**config.mk**
```make
export PLATFORM = sky130hd
export DESIGN_NAME = johnson_phase_monitor
export DESIGN_NICKNAME = d
export VERILOG_FILES = /design/src/rtl/johnson_phase_monitor.sv
export SDC_FILE = /design/constraint.sdc
export NUM_CORES = 1
export LEC_CHECK = 0
export ABC_AREA = 0
export BUFFER_PORTS_ARGS = -buffer_cell sky130_fd_sc_hd__buf_2
export CAP_MARGIN = 30
export CORE_MARGIN = 8
export CORE_UTILIZATION = 45
export CTS_CLUSTER_DIAMETER = 150
export CTS_CLUSTER_SIZE = 10
export DETAILED_ROUTE_END_ITERATION = 8
export PLACE_DENSITY = 0.68
export SKIP_CTS_REPAIR_TIMING = 1
export SLEW_MARGIN = 5
export SYNTH_ARGS = -nofsm -noshare
export SYNTH_HDL_FRONTEND = slang
export SYNTH_SLANG_ARGS = --single-unit
```
**constraint.sdc**
```tcl
create_clock -name clock -period 1.8 [get_ports clock]
set_input_delay 0.18 -clock clock [delete_from_list [all_inputs] [get_ports clock]]
set_output_delay 0.18 -clock clock [all_outputs]
set_load 0.02 [all_outputs]
```
**src/rtl/johnson_phase_monitor.sv**
```systemverilog
// rtl/johnson_phase_monitor.sv - Johnson code phase decoder with successor checking and lock FSM
// Optional error counter: define JOHNSON_PHASE_MONITOR_ERRCNT_EN to add err_count.
module johnson_phase_monitor #(
  parameter int N        = 4,
  parameter int LOCK_CNT = 3
`ifdef JOHNSON_PHASE_MONITOR_ERRCNT_EN
  , parameter int CNT_W  = 8
`endif
) (
  input  logic                    clock,
  input  logic                    reset,
  input  logic                    en,
  input  logic [N-1:0]            Q,
  output logic [2*N-1:0]          phase,
  output logic [$clog2(2*N)-1:0]  phase_idx,
  output logic                    legal,
  output logic                    seq_err,
  output logic                    illegal,
  output logic                    locked
`ifdef JOHNSON_PHASE_MONITOR_ERRCNT_EN
  , output logic [CNT_W-1:0]      err_count
`endif
);

  localparam int IW = $clog2(2*N);
  localparam int GW = $clog2(LOCK_CNT+1);
  localparam logic [IW-1:0] LAST_IDX = IW'(2*N-1);

  typedef enum logic [1:0] {SEARCH, TRACK, LOCKED} state_t;

  state_t          state, state_nxt;
  logic [GW-1:0]   good_cnt, good_cnt_nxt, good_inc;
  logic            dec_legal;
  logic [IW-1:0]   dec_idx;
  logic [IW-1:0]   next_idx;
  logic            succ;
  logic            seq_nxt;
  logic [2*N-1:0]  phase_nxt;

  // Legal code for index k: k ones filling up from bit 0, then zeros filling up from bit 0.
  function automatic logic [N-1:0] code_of(input int k);
    logic [N-1:0] c;
    for (int b = 0; b < N; b++) begin
      c[b] = (k <= N) ? (b < k) : (b >= k - N);
    end
    return c;
  endfunction

  // Decode the incoming code against every legal Johnson pattern.
  always_comb begin
    dec_legal = 1'b0;
    dec_idx   = '0;
    for (int k = 0; k < 2*N; k++) begin
      if (Q == code_of(k)) begin
        dec_legal = 1'b1;
        dec_idx   = IW'(k);
      end
    end
    phase_nxt = {{(2*N-1){1'b0}}, 1'b1} << dec_idx;
  end

  // phase_idx only moves on legal samples, so it doubles as the previous legal index.
  always_comb begin
    next_idx = (phase_idx == LAST_IDX) ? '0 : phase_idx + 1'b1;
    succ     = (dec_idx == next_idx);
    good_inc = good_cnt + 1'b1;
  end

  // Lock FSM state register.
  always_ff @(posedge clock) begin
    if (reset) begin
      state    <= SEARCH;
      good_cnt <= '0;
    end else if (en) begin
      state    <= state_nxt;
      good_cnt <= good_cnt_nxt;
    end
  end

  // Lock FSM next-state: any illegal code drops back to SEARCH; a legal miss re-anchors in TRACK.
  always_comb begin
    state_nxt    = state;
    good_cnt_nxt = good_cnt;
    seq_nxt      = 1'b0;
    if (!dec_legal) begin
      state_nxt    = SEARCH;
      good_cnt_nxt = '0;
    end else begin
      case (state)
        SEARCH: begin
          state_nxt    = TRACK;
          good_cnt_nxt = '0;
        end
        TRACK: begin
          if (succ) begin
            good_cnt_nxt = good_inc;
            if (good_inc == GW'(LOCK_CNT)) state_nxt = LOCKED;
          end else begin
            seq_nxt      = 1'b1;
            good_cnt_nxt = '0;
          end
        end
        LOCKED: begin
          if (!succ) begin
            seq_nxt      = 1'b1;
            state_nxt    = TRACK;
            good_cnt_nxt = '0;
          end
        end
        default: begin
          state_nxt    = SEARCH;
          good_cnt_nxt = '0;
        end
      endcase
    end
  end

  // Lock FSM output decode from the registered state.
  always_comb begin
    locked = (state == LOCKED);
  end

  // Registered phase outputs; pulses are cleared whenever sampling is frozen.
  always_ff @(posedge clock) begin
    if (reset) begin
      phase     <= '0;
      phase_idx <= '0;
      legal     <= 1'b0;
      seq_err   <= 1'b0;
      illegal   <= 1'b0;
    end else if (en) begin
      legal   <= dec_legal;
      illegal <= !dec_legal;
      seq_err <= seq_nxt;
      if (dec_legal) begin
        phase     <= phase_nxt;
        phase_idx <= dec_idx;
      end else begin
        phase     <= '0;
      end
    end else begin
      seq_err <= 1'b0;
      illegal <= 1'b0;
    end
  end

`ifdef JOHNSON_PHASE_MONITOR_ERRCNT_EN
  // Saturating count of sequence and illegal-code events.
  always_ff @(posedge clock) begin
    if (reset) begin
      err_count <= '0;
    end else if (en && (seq_nxt || !dec_legal) && (err_count != {CNT_W{1'b1}})) begin
      err_count <= err_count + 1'b1;
    end
  end
`endif

endmodule

```
==> metrics.txt <==
status finished, final reports clean; DIE HEIGHT between 60 and 70 um; type of origin of the critical path flip-flop; WP data required just under 2 ns; commonest non-fill, non-tap cells in the layout 21 x buf_2, 18 x dfxtp_1, 11 x a21oi_1; CTS Root Buffer Type clkbuf_4; DR DRC count 0; largest net degree at the start of global routing 20; post-synthesis sequential area ratio 0.343; post-synthesis instance total 120; min-delay worst type in2reg; CP max-delay cell dfxtp_1; Final Cycle Share 0.934; endpoints failing hold 0; Cell variety after synth 36; CTS max path bufs 2; clk_skew 0.000480 ns; net total in the final layout 156; highest clock rate ~600 MHz; layer with the highest usage met2; RR Startpoint phase_idx[1]; via count around 930; vias per cell 5.51; number of synthesized flops with an enable pin 0; met1 usage 0.131; Pre-antenna DRT Iters 4; CP Max Fanout 4; placed cell count between 150 and 200; Syn Std Cell Area around 1000 um2; Area growth syn-to-layout 19.1%; First DRT Iteration DRCs 26; Slew headroom 0.771; number of global-route vias before repair 930; Post-DP HPWL between 1.5 and 2 mm; syn_nets 134; Buf+Inv Stages, Crit Path 0; Crit. End Element flip-flop; clock sinks 18; FP Rows 17; gp weighted congestion between 0.7 and 0.8; clock latency on the worst-skew pair approximately 0.28 ns; initial core utilization 0.475; die area 4130 um2; delay-heaviest family, CP flip-flops; MaxCap Viol Count 0; syn_area_per_cell roughly 9 um2; RSZ-0062 raised after global routing false; Die Span X 64.3 um; port bufs 21; final WL 2.35 mm; core area 2210 um2; commonest non-fill, non-tap cell in the layout buf_2; Synth Warn # 0; kind of critical path reg2reg; met3 GRT Util 0.0383; Leakage 0.534 nW; VDD IR-drop max 0.542 mV; Reg clk slew, reported paths 0.10 ns; first-pass GRT wire length roughly 4 mm; DRT antenna net count 0; Top FF cell, synth dfxtp_1; CTS buffer count 3; PwrDens 671 nW/um2; final worst path period need 1.68 ns; ant diodes 0; wire length per cell roughly 14 um; Tightest Pin Transition 0.343 ns; Total GRT Usage 0.116; initial antenna violation count 0; Fin Setup TNS 0 ns; asr flop ratio synth 0; worst reg2reg setup slack 0.12 ns; final std cells w/o fill roughly 170; final setup violating endpoints 0; CTS H-tree depth 1; FF+latch count, synth 18; met2 usage 0.204; R2R depth 6; CTS tree yes; max-slew violations 0; Min-Delay Path Depth 3; worst-path cell chain ha_2 -> nor2b_4 -> xnor2_2 -> a41o_1 -> or2_1 -> mux2i_1; Arrival @ worst endpoint 1.86 ns; Hold Path End phase[3]; I/O pins 22; HP Start Q[2]; Worst path max stage delay 0.36 ns; share of cells above drive strength 1 0.305; FF-to-FF End state[0]; total grt overflow 0
==> stage by stage <==
step	worst slack (ns)	util	power, mW	area [um2]	hold slack (ns)
after floorplan	0.0664	-	0.553	1050	0.387
after global placement	0.0924	0.524	0.587	1160	0.447
after detailed placement	0.00224	0.524	0.591	1160	0.455
after CTS	0.0327	0.540	0.832	1190	0.263
after global routing	0.0177	0.565	0.891	1250	0.264
final	0.119	0.565	0.839	1250	0.267
==> cells in the mapped netlist (2+ instances only) <==
cell type / n / share of area
a21oi_1: 11 / 0.052
nand2b_4: 2 / 0.026
xor2_1: 2 / 0.017
nand2b_1: 3 / 0.018
nor2_1: 11 / 0.039
nand4b_1: 3 / 0.025
mux2i_1: 2 / 0.019
nand2_1: 10 / 0.036
a31oi_1: 3 / 0.018
o21ai_0: 2 / 0.0095
dfxtp_1: 18 / 0.34
mux2i_2: 2 / 0.026
a22oi_1: 2 / 0.014
ha_1: 7 / 0.083
nand3_1: 5 / 0.024
clkbuf_1: 3 / 0.011
inv_1: 5 / 0.018
buf_6: 3 / 0.032
xnor2_1: 2 / 0.017
nor3_1: 6 / 0.029
and2_1: 3 / 0.018
==> tightest hold or removal path, cell delays in order <==
cell      delay, ns
buf_2          0.16
nand4b_1       0.11
a21oi_1        0.06
==> report_power, final <==
group | internal (mW) | switching (mW)
Clock | 0.123 | 0.117
Sequential | 0.410 | 0.00834
Combinational | 0.0754 | 0.105
Total | 0.608 | 0.230
==> logic make-up (layout without fill, tap and decap cells) <==
family | Yosys count | after routing | share of synthesized area
simple gates | 47 | 47 | 0.244
compound gates | 25 | 25 | 0.149
flops | 18 | 18 | 0.343
buf+inv | 13 | 34 | 0.0691
fa+ha+maj | 7 | 7 | 0.0834
mux | 6 | 6 | 0.0775
xor+xnor | 4 | 4 | 0.0334
==> how the worst max path moves through the flow <==
stage / start / endpoint / slack (ns) / cells past startpoint
after global placement: Q[0] / state[0] / 0.09 / 7
after global routing: phase_idx[0] / state[0] / 0.02 / 7
final: phase_idx[1] / state[0] / 0.12 / 6
after detailed placement: Q[0] / state[0] / 0.002 / 7
after floorplan: phase_idx[0] / state[0] / 0.07 / 6
after CTS: phase_idx[0] / state[0] / 0.03 / 6
==> cell type report <==
type,count,area (um2)
Timing Repair Buffer,25,135
Fill cell,215,962
Inverter,5,18.8
Clock buffer,4,36.3
Multi-Input combinational cell,89,664
Sequential cell,18,360
Tap cell,28,35.0
==> layer usage <==
layer | part of all wire | wire length [um] | vias up
li1 | - | - | 465
met5 | 0 | 0 | -
met4 | 0.011 | 27 | 0
met3 | 0.053 | 124 | 4
met2 | 0.52 | 1230 | 25
met1 | 0.41 | 970 | 438
==> flip-flops by register name (all words and copies together) (netlist names) <==
| name | flops |
|---|---|
| good_cnt | 2 |
| illegal | 1 |
| legal | 1 |
| phase | 8 |
| phase_idx | 3 |
| seq_err | 1 |
| state | 2 |
Note: power is estimated with default switching activity, not from simulation.
